### src/rtl/seq_restoring_divider_if.sv
// Start/busy/done handshake bundle for seq_restoring_divider.
// master: start, dividend, divisor out; slave: busy, done, quotient, remainder, div_by_zero out.
interface seq_restoring_divider_if #(
    parameter int WIDTH = 4
);
    logic             start;
    logic [WIDTH-1:0] dividend;
    logic [WIDTH-1:0] divisor;
    logic             busy;
    logic             done;
    logic [WIDTH-1:0] quotient;
    logic [WIDTH-1:0] remainder;
    logic             div_by_zero;

    modport master (
        output start, dividend, divisor,
        input  busy, done, quotient, remainder, div_by_zero
    );

    modport slave (
        input  start, dividend, divisor,
        output busy, done, quotient, remainder, div_by_zero
    );
endinterface

### src/rtl/seq_restoring_divider.sv
// Multi-cycle unsigned restoring divider, one quotient bit per clock.
// Ports: clk, rst_n (async active-low), bus (slave: start/operands in, busy/done/results out).
module seq_restoring_divider #(
    parameter int WIDTH = 4
) (
    input  logic                   clk,
    input  logic                   rst_n,
    seq_restoring_divider_if.slave bus
);
    localparam int CW = $clog2(WIDTH);

    typedef enum logic [1:0] {
        IDLE,
        CALC,
        DONE
    } state_t;

    state_t           state;
    logic [WIDTH-1:0] q_sr;
    logic [WIDTH-1:0] d;
    logic [WIDTH:0]   r;
    logic [CW-1:0]    count;
    logic             busy_q;
    logic             done_q;
    logic [WIDTH-1:0] quot_q;
    logic [WIDTH-1:0] rem_q;
    logic             dbz_q;

    logic [WIDTH:0]   t;
    logic [WIDTH:0]   s;
    logic [WIDTH:0]   next_r;
    logic [WIDTH-1:0] next_q;
    logic             last;
    // The partial remainder's top bit is always 0 after a restore step,
    // so only its low WIDTH bits feed the next shift.
    logic             r_msb_unused;

    assign r_msb_unused = r[WIDTH];

    assign t      = {r[WIDTH-1:0], q_sr[WIDTH-1]};
    assign s      = t - {1'b0, d};
    // Borrow set: trial subtraction failed, keep T and shift in a 0.
    assign next_r = s[WIDTH] ? t : s;
    assign next_q = {q_sr[WIDTH-2:0], ~s[WIDTH]};
    assign last   = (count == CW'(WIDTH - 1));

    always_ff @(posedge clk or negedge rst_n) begin
        if (!rst_n) begin
            state  <= IDLE;
            q_sr   <= '0;
            d      <= '0;
            r      <= '0;
            count  <= '0;
            busy_q <= 1'b0;
            done_q <= 1'b0;
            quot_q <= '0;
            rem_q  <= '0;
            dbz_q  <= 1'b0;
        end else begin
            unique case (state)
                IDLE: begin
                    if (bus.start) begin
                        q_sr   <= bus.dividend;
                        d      <= bus.divisor;
                        r      <= '0;
                        count  <= '0;
                        busy_q <= 1'b1;
                        if (bus.divisor == '0) begin
                            state  <= DONE;
                            done_q <= 1'b1;
                            quot_q <= '1;
                            rem_q  <= bus.dividend;
                            dbz_q  <= 1'b1;
                        end else begin
                            state <= CALC;
                        end
                    end
                end
                CALC: begin
                    r     <= next_r;
                    q_sr  <= next_q;
                    count <= count + 1'b1;
                    if (last) begin
                        state  <= DONE;
                        done_q <= 1'b1;
                        quot_q <= next_q;
                        rem_q  <= next_r[WIDTH-1:0];
                        dbz_q  <= 1'b0;
                    end
                end
                DONE: begin
                    state  <= IDLE;
                    busy_q <= 1'b0;
                    done_q <= 1'b0;
                end
                default: begin
                    state  <= IDLE;
                    busy_q <= 1'b0;
                    done_q <= 1'b0;
                end
            endcase
        end
    end

    assign bus.busy        = busy_q;
    assign bus.done        = done_q;
    assign bus.quotient    = quot_q;
    assign bus.remainder   = rem_q;
    assign bus.div_by_zero = dbz_q;
endmodule
### src/flat_wrapper.sv
// flat-port wrapper written by rule: the top's interface ports become plain ports
module seq_restoring_divider_flat 
#(
    parameter int WIDTH = 4
)
  (clk, rst_n, bus_start, bus_dividend, bus_divisor, bus_busy, bus_done, bus_quotient, bus_remainder, bus_div_by_zero);
  seq_restoring_divider_if #(.WIDTH(WIDTH)) bus_i ();
  input  logic clk;
  input  logic rst_n;
  input wire logic [$bits(bus_i.start)-1:0] bus_start;
  input wire logic [$bits(bus_i.dividend)-1:0] bus_dividend;
  input wire logic [$bits(bus_i.divisor)-1:0] bus_divisor;
  output wire logic [$bits(bus_i.busy)-1:0] bus_busy;
  output wire logic [$bits(bus_i.done)-1:0] bus_done;
  output wire logic [$bits(bus_i.quotient)-1:0] bus_quotient;
  output wire logic [$bits(bus_i.remainder)-1:0] bus_remainder;
  output wire logic [$bits(bus_i.div_by_zero)-1:0] bus_div_by_zero;
  assign bus_i.start = bus_start;
  assign bus_i.dividend = bus_dividend;
  assign bus_i.divisor = bus_divisor;
  assign bus_busy = bus_i.busy;
  assign bus_done = bus_i.done;
  assign bus_quotient = bus_i.quotient;
  assign bus_remainder = bus_i.remainder;
  assign bus_div_by_zero = bus_i.div_by_zero;
  seq_restoring_divider #(.WIDTH(WIDTH)) u_core (.clk(clk), .rst_n(rst_n), .bus(bus_i));
endmodule
### config.mk
export PLATFORM = sky130hd
export DESIGN_NAME = seq_restoring_divider_flat
export DESIGN_NICKNAME = d
export VERILOG_FILES = /design/src/rtl/seq_restoring_divider_if.sv /design/src/rtl/seq_restoring_divider.sv /design/src/flat_wrapper.sv
export SDC_FILE = /design/constraint.sdc
export NUM_CORES = 1
export LEC_CHECK = 0
export BUFFER_PORTS_ARGS = -buffer_cell sky130_fd_sc_hd__buf_2
export CORE_MARGIN = 4
export CORE_UTILIZATION = 51
export CTS_CLUSTER_DIAMETER = 40
export CTS_CLUSTER_SIZE = 12
export DETAILED_ROUTE_END_ITERATION = 10
export GPL_TIMING_DRIVEN = 0
export PLACE_DENSITY_LB_ADDON = 0.12
export SLEW_MARGIN = 20
export SYNTH_ARGS = -nofsm -noshare
export SYNTH_HDL_FRONTEND = slang
export SYNTH_SLANG_ARGS = --single-unit
### constraint.sdc
create_clock -name clk -period 2.4 [get_ports clk]
set_input_delay 0.72 -clock clk [delete_from_list [all_inputs] [get_ports clk]]
set_output_delay 0.72 -clock clk [all_outputs]
set_load 0.005 [all_outputs]
==> impl_metrics.toml <==
[detailed_routing]
wl_per_cell_um = 15.4
drt-met1-wl_mm = 1.45
met3_length_um = 145
drt_drc_violations_left = 0
vias = 1151
topRoutingLayerUsed = "met4"
wl_met2_mm = 1.44
drt_pass1_iterations = 4
antenna_left = 0
drt_wl_total_mm = 3.10
via_per_inst = 5.73
first_iter_violations = 59

[clock_tree]
holdBufCountCts = 0
numCtsBuffers = 3
clk_pin_slew_worst_paths_ps = 150
cts_tree = "built"
cts-root-buf = "clkbuf_4"
cts_resized = 0
htreeDepth = 1
clock_latency_ps = 350
postCtsSetupBuffers = 0
cts_sinks = 27
clockBufferDepth = 2

[critical_path]
reg2reg_slack_ps = 170
critPathCapture = "u_core.bus.remainder[2]"
crit_arrival_ps = 2480
worstSetupStartpointType = "flop"
worstSetupStartpoint = "u_core.q_sr[3]"
path_class = "reg2reg"
r2r_cells = 8
crit_required_ps = 2640
timing.rr.start = "u_core.q_sr[3]"
r2r_end = "u_core.bus.remainder[2]"
end_kind = "flop"
critPathMaxFanout = 10

[sta]
hold_viol_final = 0
slew_viol_final = 0
finClkSkew_ps = 8.73
finalCritPeriodShare_pct = 93.0
max_freq_mhz = 448
fin_crit_ps = 2230
worstMarginPinSlew_ps = 614
max_slew_margin_pct = 59.0
finalSetupViolations = 0
setup_ws_ps = 168
finalSetupTns_ps = 0
rsz0062_at_grt = "false"

[floorplanning]
core_mm2 = 0.00276
fp.dieW_um = 61.9
row_count = 19
die_h_um = 61.9
start_util_pct = 53.6
die_area_mm2 = 0.00383
num_io_pins = 22

[global_route]
grt_pass1_wl_mm = 5.15
grt_max_degree = 28
gr-total-overflow = 0
grt_antenna_before_repair = 0
grt_usage_pct = 18.5
first_global_vias = 1124

[cells_and_area]
nets = 188
n_fill_cell = 239
layout-drive-gt1-share_pct = 24.1
finalCoreUtilization_pct = 59.8
syn_to_final_growth_pct = 11.6
antennaDiodeCount = 0
layout.cells.non_filler = 201

[synthesis]
synthesis.area_mm2 = 0.00148
syn_inst = 145
synth_cell_type_count = 40
synth_nets = 162
synthDominantCellAreaShare_pct = 45.7
synth-edff-count = 0
synthTopCellsByArea = "dfrtp_1 46%, nand2_1 5.3%, nor2_1 4.3%"
synth_top_flop_cell = "dfrtp_1"
synth_seq_cells = 27
ys_seq_area_share_pct = 45.7
avgSynthCellArea_um2 = 10.2
ys_async_sr_fraction_pct = 100
synthMostInstantiatedCell = "dfrtp_1"
ys_top_cells_by_count = "27 x dfrtp_1, 21 x nand2_1, 17 x nor2_1"
yosys.area.top_type = "dfrtp_1"
yosysWarnings = 0

[outcome]
status = "finished clean"

[power]
vdd_drop_max_mv = 0.887
total_power_mw = 2.48
p_leak_nw = 0.755
power_density_mw_per_mm2 = 1500

[place]
dp_hpwl_mm = 2.30
io_buffers = 21
pre_cts_slack_ps = 181
gp_congestion = 0.787
dp.cells = 197

[min_path]
min_path_type = "in2async"

[flow_run]
cap_violations = 0
## placed cells by master, fill, tap and decap left out, drive strengths merged, types with 2 or more instances in the layout
master / n
dfrtp: 27
buf: 25
nand2: 21
nor2: 18
o21ai: 10
a21oi: 8
inv: 6
nand3: 6
ha: 5
clkbuf: 5
nor2b: 3
o211ai: 3
mux2i: 3
nand2b: 3
a22o: 3
a41oi: 3
nor4: 3
nand3b: 2
xnor2: 2
## critical path, stage by stage, from the launching register on
cell and delay (ps):
dfrtp_1 420, inv_1 70, ha_1 200, fa_1 400
nand2b_1 210, o2bb2ai_4 220, and4_4 220, a2111oi_2 280
a21oi_1 110
## area by class of cell
| cell class | instances | area [um^2] | area share [%] |
|---|---|---|---|
| Buffer | 6 | 45.0 | 2.73 |
| Clock buffer | 3 | 22.5 | 1.36 |
| Clock inverter | 1 | 5.00 | 0.303 |
| Inverter | 6 | 22.5 | 1.36 |
| Multi-Input combinational cell | 106 | 736 | 44.6 |
| Sequential cell | 27 | 676 | 40.9 |
| Tap cell | 31 | 38.8 | 2.35 |
| Timing Repair Buffer | 21 | 105 | 6.37 |
## sequential cells by signal (all words and copies together), names as in the netlist, 2 cells and up
signal	cells
u_core.bus.quotient	4
u_core.bus.remainder	4
u_core.count	2
u_core.d	4
u_core.q_sr	4
u_core.r	4
u_core.state	2
## per-layer routing
layer	track usage [%]	vias to the layer above
li1	-	563
met1	24.6	549
met2	29.4	34
met3	2.69	5
met4	9.09	0
met5	0	-
## cells by family (layout without fill, tap and decap cells)
| logic type | after synthesis | after routing | share of synthesized area, % |
|---|---|---|---|
| AND/OR/NAND/NOR | 59 | 59 | 20.9 |
| XOR/XNOR | 3 | 3 | 2.28 |
| multiplexers | 3 | 3 | 2.03 |
| buffers and inverters | 12 | 37 | 4.57 |
| adder cells (fa/ha/maj) | 6 | 6 | 5.58 |
| flip-flops | 27 | 27 | 45.7 |
| AO/OA/AOI/OAI | 35 | 35 | 19.0 |
## worst min path at each step
stage / end
finish: u_core.r[3]
detailed placement: u_core.bus.div_by_zero
global placement: u_core.bus.div_by_zero
CTS: u_core.d[3]
floorplan: u_core.bus.busy
global route: u_core.bus.div_by_zero
## where the power goes
part | total, mW | internal (mW) | switching [mW]
Combinational | 1.43 | 0.653 | 0.778
Sequential | 0.836 | 0.668 | 0.169
Clock | 0.212 | 0.0631 | 0.149
Total | 2.48 | 1.38 | 1.10
## through the flow
step | hold slack [ps] | cell area (um^2)
after detailed placement | 486 | 1620
final | 351 | 1650
after floorplan | 424 | 1480
after global routing | 391 | 1650
after CTS | 370 | 1650
after global placement | 478 | 1620
No activity file was read; power rests on OpenSTA's default activity.
